<file path="config.mk">
export PLATFORM = sky130hd
export DESIGN_NAME = freq_tone_gen
export DESIGN_NICKNAME = d
export VERILOG_FILES = /design/src/rtl/freq_tone_gen.sv
export SDC_FILE = /design/constraint.sdc
export NUM_CORES = 1
export LEC_CHECK = 0
export CORE_MARGIN = 1
export CORE_UTILIZATION = 52
export CTS_CLUSTER_DIAMETER = 150
export DETAILED_ROUTE_END_ITERATION = 16
export MAX_ROUTING_LAYER = met4
export PLACE_DENSITY = 0.75
export SYNTH_ARGS = -nofsm -noshare
export SYNTH_HDL_FRONTEND = slang
export SYNTH_SLANG_ARGS = --single-unit
</file>
<file path="constraint.sdc">
create_clock -name clk -period 1.6 [get_ports clk]
set_input_delay 0.32 -clock clk [delete_from_list [all_inputs] [get_ports clk]]
set_output_delay 0.32 -clock clk [all_outputs]
set_load 0.05 [all_outputs]
</file>
<file path="src/rtl/freq_tone_gen.sv">
// Digit-controlled square-wave source for looping back into the frequency counter.
// A modulo-20 phase accumulator gives 2d+1 toggles per 20 enabled cycles; digit changes land on frame boundaries.
module freq_tone_gen #(
    parameter int DEPTH = 500
) (
    input  logic                       clk,
    input  logic                       reset,
    input  logic                       en,
    input  logic [3:0]                 digit_i,
    input  logic                       load_i,
    output logic                       sig_o,
    output logic                       toggle_o,
    output logic                       busy_o,
    output logic                       window_o,
    output logic [$clog2(DEPTH+1)-1:0] count_o
);

    localparam int CW = $clog2(DEPTH + 1);
    localparam int WW = (DEPTH > 1) ? $clog2(DEPTH) : 1;

    logic [1:0]    rst_sync;
    logic          rst_n;

    logic [4:0]    acc;
    logic [4:0]    phase;
    logic [3:0]    active;
    logic [3:0]    pending;
    logic [WW-1:0] win_cnt;
    logic [CW-1:0] tally;

    logic [4:0]    inc;
    logic [5:0]    sum;
    logic          hit;
    logic [4:0]    acc_next;
    logic          phase_last;
    logic          win_last;
    logic          apply;
    logic [3:0]    digit_clamped;

    // NOTE: reset asserts asynchronously but releases only after two clock edges,
    // so every state flop leaves reset in the same cycle.
    always_ff @(posedge clk or negedge reset) begin
        if (!reset) begin
            rst_sync <= 2'b00;
        end else begin
            rst_sync <= {rst_sync[0], 1'b1};
        end
    end

    assign rst_n = rst_sync[1];

    // NOTE: every signal written here gets a value on every path, so no latch is inferred.
    always_comb begin
        inc           = {active, 1'b1};
        sum           = {1'b0, acc} + {1'b0, inc};
        hit           = (sum >= 6'd20);
        acc_next      = hit ? 5'(sum - 6'd20) : sum[4:0];
        phase_last    = (phase == 5'd19);
        win_last      = (win_cnt == WW'(DEPTH - 1));
        apply         = busy_o && (!en || phase_last);
        digit_clamped = (digit_i > 4'd9) ? 4'd9 : digit_i;
    end

    // NOTE: sequential state uses non-blocking assignments so all registers
    // update from the same pre-edge values.
    always_ff @(posedge clk or negedge rst_n) begin
        if (!rst_n) begin
            acc      <= '0;
            phase    <= '0;
            active   <= '0;
            pending  <= '0;
            win_cnt  <= '0;
            tally    <= '0;
            sig_o    <= 1'b0;
            toggle_o <= 1'b0;
            busy_o   <= 1'b0;
            window_o <= 1'b0;
            count_o  <= '0;
        end else begin
            if (en) begin
                acc      <= acc_next;
                toggle_o <= hit;
                if (hit) begin
                    sig_o <= ~sig_o;
                end
                phase <= phase_last ? 5'd0 : phase + 5'd1;

                if (win_last) begin
                    count_o  <= tally + CW'(hit);
                    tally    <= '0;
                    win_cnt  <= '0;
                    window_o <= 1'b1;
                end else begin
                    tally    <= tally + CW'(hit);
                    win_cnt  <= win_cnt + WW'(1);
                    window_o <= 1'b0;
                end
            end else begin
                toggle_o <= 1'b0;
                window_o <= 1'b0;
            end

            // A load coinciding with the apply point skips the pending register.
            if (apply) begin
                active <= load_i ? digit_clamped : pending;
                busy_o <= 1'b0;
            end else if (load_i) begin
                pending <= digit_clamped;
                busy_o  <= 1'b1;
            end
        end
    end

endmodule
</file>
# Yosys cells after proc, flatten, opt, wreduce, memory -nomap -nowiden
# Cells that the tools add are included.
# W data, S select, Z words.
totals:
  register_bits: 51
  inputBits: 8
  out_inout_bits: 13
  elab_cells: 39
op_classes:
  add_sub_neg: 5
  n_lt_le_gt_ge: 2
  eq_ne: 2
  n_mux: 11
  bitwise: 1
  n_reduce_logical: 6
op_table:
  columns: ["operator", "n"]
  rows:
  - ["$mux W9", 2]
  - ["$mux W5", 2]
  - ["$add A9 B1 Y9", 1]
  - ["$add A9 B1 Y9 const B", 1]
  - ["$eq A9 B9 Y1 const B", 1]
  - ["$mux W4", 2]
  - ["$add A5 B5 Y6", 1]
  - ["$ge A6 B5 Y1 const B", 1]
  - ["$add A5 B1 Y5 const B", 1]
  - ["$eq A5 B5 Y1 const B", 1]
  - ["$mux W1", 5]
  - ["$sub A5 B5 Y5 const B", 1]
  - ["$gt A4 B4 Y1 const B", 1]
  - ["$reduce_and A2 Y1", 2]
  - ["$reduce_bool A2 Y1", 1]
  - ["$logic_and A1 B1 Y1", 1]
  - ["$logic_not A1 Y1", 1]
  - ["$logic_or A1 B1 Y1", 1]
  - ["$not A1 Y1", 1]

# Longest topological paths before layout
logic_depth:
  ltp_word: 4
  mapped_depth: 16

# Worst setup path after synthesis
# No wires, ideal clock.
synth_path:
  path_type: "reg2reg"
  start: "register acc[1]"
  end: "register tally[8]"
  arrival_ns: 3.345
  required_time_ns: 1.455
  path_slack_ns: -1.890
  stages_incl_launch_ff: 17
  n_path_buf: 0
  synth_period_minus_slack_ns: 3.490
  cell_sequence: "dfrtp_1 > ha_1 > a21o_1 > a21oi_1 > xor2_1 > ha_1 > a21boi_0 > nor2b_1 > mux2_2 > or2_2 > ha_1 > ha_1 > and3_1 > nand3_1 > nor2_1 > xnor2_1 > o22ai_1"
synth_between:
  elab_chain_cells: 4
synth_lines:
  columns: ["element", "line", "rtl"]
  rows:
  - ["from (decl)", "24", "logic [4:0] acc;"]
  - ["from (signal assigned)", "81", "acc <= acc_next;"]
  - ["$add A5 B5 Y6", "55", "sum = {1'b0, acc} + {1'b0, inc};"]
  - ["$ge A6 B5 Y1", "56", "hit = (sum >= 6'd20);"]
  - ["$add A9 B1 Y9", "94", "tally <= tally + CW'(hit);"]
  - ["$mux W9", "88", "if (win_last) begin"]
  - ["to (signal assigned)", "94", null]
  - ["to (decl)", "29", "logic [CW-1:0] tally;"]
# Every way passes these cells.
# A chain may end at the register's enable or synchronous reset.

# Worst setup path after layout
layout_path:
  start: "register active[0]"
  end: "register tally[8]"
layout_between:
  elab_chain_cells: 4
layout_lines:
  columns: ["element", "line", "rtl"]
  rows:
  - ["from (decl)", "26", "logic [3:0] active;"]
  - ["from (signal assigned)", "105", "active <= load_i ? digit_clamped : pending;"]
  - ["$add A5 B5 Y6", "55", null]
  - ["$ge A6 B5 Y1", "56", null]
  - ["$add A9 B1 Y9", "94", null]
  - ["$mux W9", "88", null]
# Every way passes these cells.

==> results.md <==
- Status: finished, violations left
- Failing checks: negative setup slack
- Sequential area share after synthesis: 49.7%
- Post-synth top area share: 49.7%
- Synth top cells by count: dfrtp_1, nand2_1, nor2_1, o21ai_0, inv_1
- Initial antenna violation count: 0
- Antenna Nets Post-Route: 0
- Die Area: 5230 um^2
- Routed len/inst: 13.5 um
- Delay-heaviest family, CP: adder cells
- Critical path arrival: 3.42 ns
- Most used cell, CP: ha_4
- # Max-Cap Violations: 0
- Most common cell in the netlist: dfrtp_1
- Dpl hpwl: 3.65 mm
- DR vias/cell: 5.23
- Post-Syn Instances: 255
- Cell taking the most area after synthesis: dfrtp_1
- Final wirelength: 5.26 mm
- Slew Limit Fails: 0
- Lkg Pwr: 1.61 nW
- Clock transition at path regs: 0.09 ns
- Tcrit/Tclk final: 202%
- Drt first pass iters: 4
- Crit start category: flop
- Layout area overhead: 36.0%
- NetSw: 0.00235 W
- Register-to-Register Path Depth: 17
- Clk pwr share: 13.4%
- Critical path, cell by cell: ha_1 -> a21o_1 -> a21oi_2 -> xor2_2 -> buf_4 -> ha_2 -> a21boi_2 -> nor2b_1 -> mux2_4 -> or2_4 -> ha_4 -> ha_4 -> and3_4 -> nand3_4 -> nor2_4 -> xnor2_2 -> o22ai_1
- Largest net degree at the start of global routing: 32
- Insertion delay to the later sink of the worst-skew pair: 0.30 ns
- Unrepaired setup endpoints after global routing: true
- CTS tree: yes
- Hold Buf Count CTS: 0
- Critical path type: reg -> reg
- Maximum vdd drop: 1.58 mV
- Num CTS Buffers: 5
- Vias in the first global route: 1,945
- PwrDens: 1840 nW/um^2
- Antenna Cells: 0
- Mean Syn Cell Area: 10.1 um^2
- Crit end category: flop
- Seq pwr share: 30.2%
- CP required: 1.79 ns
- H-tree depth: 2
- Worst path slowest cell: dfrtp_1
- Nets: 344
- Synth warn: 0
- Fillcell total: 351
- Worst Hold Class: in -> async
- Worst Setup Slack, final: -1.64 ns
- Clock Tree Buf Depth: 2
- GRT Util Overall: 22.6%
- Max Fclk: 309 MHz
- First-pass GRT wire length: 8.70 mm
- Gr ovfl total: 0
- Synth cell types: 39
- Buffers plus inverters on the worst setup path: 1
- Syn_nets: 275
- Ranking of synthesized cells by area: dfrtp_1, ha_1, nand2_1
- Ports: 21
- DRC: 0
- Final std cells w/o fill: 391
- Total number of vias: 2,043
- Post-Syn Area: 2570 um^2
- CP max stage delay: 0.39 ns
- Starting Density: 54.1%
- Final setup viols: 23
- CORE AREA: 4750 um^2
- Yosys reg bits: 51
- Switch share: 36.5%
- Chip width: 72.3 um
- Die height: 72.3 um
- Internal power: 0.00408 W
- CTS Sinks: 51
- EDFF count, synth: 0
- GPL Wtd Cong: 0.801
- Placed insts: 377
- Critical path depth in cells: 17
- Final Skew: 0.00596 ns
- Ys flop type: dfrtp_1
- # port buffers: 20
- Final Hold Fails: 0
- Hold slack final: 0.180 ns
- Root buffer cell: clkbuf_8
- Share of cells above drive strength 1: 36.1%
- Part of the power in combinational logic: 56.4%
- Fraction of registers with async set/reset: 100%
- DRT iter0 DRCs: 132
- Tmin final: 3.24 ns
- Row cnt: 25
- Critical path peak fanout: 4
## logic make-up after synthesis
logic type,synth area share (%)
adder cells (fa/ha/maj),6.13
AO/OA/AOI/OAI,11.3
multiplexers,5.45
other,0.146
AND/OR/NAND/NOR,18.0
buffers and inverters,3.16
flip-flops,49.7
XOR/XNOR,6.13
## through the flow
step / utilization [%] / area (um^2) / setup TNS, ns / power [W] / worst slack, ns
floorplan: - / 2630 / -25.78 / 0.00374 / -1.56
global placement: 67.3 / 3200 / -28.66 / 0.00478 / -1.52
detailed placement: 67.3 / 3200 / -30.96 / 0.00487 / -1.62
CTS: 71.0 / 3370 / -30.32 / 0.00602 / -1.64
global route: 73.5 / 3500 / -33.33 / 0.00691 / -1.76
finish: 73.5 / 3500 / -30.54 / 0.00643 / -1.64
## timing repair
item	4_1_cts	5_1_grt
endpoints found under the setup margin	23	29
gates resized for setup	13	24
setup buffers	4	4
pin swaps	14	15
## per-layer routing
| layer | wire [um] | global-route usage (%) | up-vias |
|---|---|---|---|
| met4 | 70 | 8.28 | 0 |
| met1 | 2250 | 27.3 | 1002 |
| met3 | 131 | 3.89 | 7 |
| met2 | 2810 | 38.0 | 30 |
| li1 | - | - | 1004 |
| met5 | 0 | - | - |
## state kept, by name (all words and copies together) (netlist names)
| register | count |
|---|---|
| acc | 5 |
| active | 4 |
| busy_o | 1 |
| count_o | 9 |
| pending | 4 |
| phase | 5 |
| rst_sync | 2 |
| sig_o | 1 |
| tally | 9 |
| toggle_o | 1 |
| win_cnt | 9 |
| window_o | 1 |
## layout make-up
type                    count  area, um^2  share of cell area, %
inverters                  13        48.8                   1.40
repair buffers             69         591                   16.9
clock buffers               6        72.6                   2.08
multi-input cells         184        1390                   39.8
well taps                  67        83.8                   2.40
flip-flops and latches     51        1280                   36.5
clock inverters             1        30.0                  0.859
## power groups by stage
stage	combinational, W	sequential (W)	clock (W)
2_1_floorplan	0.00175	0.00200	0
3_3_place_gp	0.00283	0.00195	0
3_5_place_dp	0.00291	0.00196	0
4_1_cts	0.00319	0.00194	0.000892
5_1_grt	0.00398	0.00199	0.000935
6_report	0.00363	0.00194	0.000859
## final timing paths
path	start	end	slack (ns)
max in group asynchronous	rst_sync[1]	window_o	0.86
setup / recovery	active[0]	tally[8]	-1.64
hold reg to reg	rst_sync[1]	sig_o	0.22
min in group clk	rst_sync[0]	rst_sync[1]	0.38
hold / removal	reset	rst_sync[1]	0.18
setup reg to reg	active[0]	tally[8]	-1.64
## cell usage in the layout, fill, tap and decap left out, types with 3 or more instances in the layout
cell,instances
a21oi_1,8
a21oi_2,3
a31oi_1,7
buf_12,3
buf_4,55
buf_6,4
clkbuf_8,5
clkdlybuf4s50_1,6
dfrtp_1,50
ha_1,7
inv_1,13
mux2_2,7
mux2i_1,5
nand2_1,24
nand2_2,8
nand2b_1,4
nand3_1,7
nand4_1,5
nor2_1,21
nor2b_1,6
o21ai_0,10
o21ai_1,4
o21ai_2,5
xnor2_1,6
xnor2_2,4
xor2_1,7
Note: power is estimated with default switching activity, not from simulation.
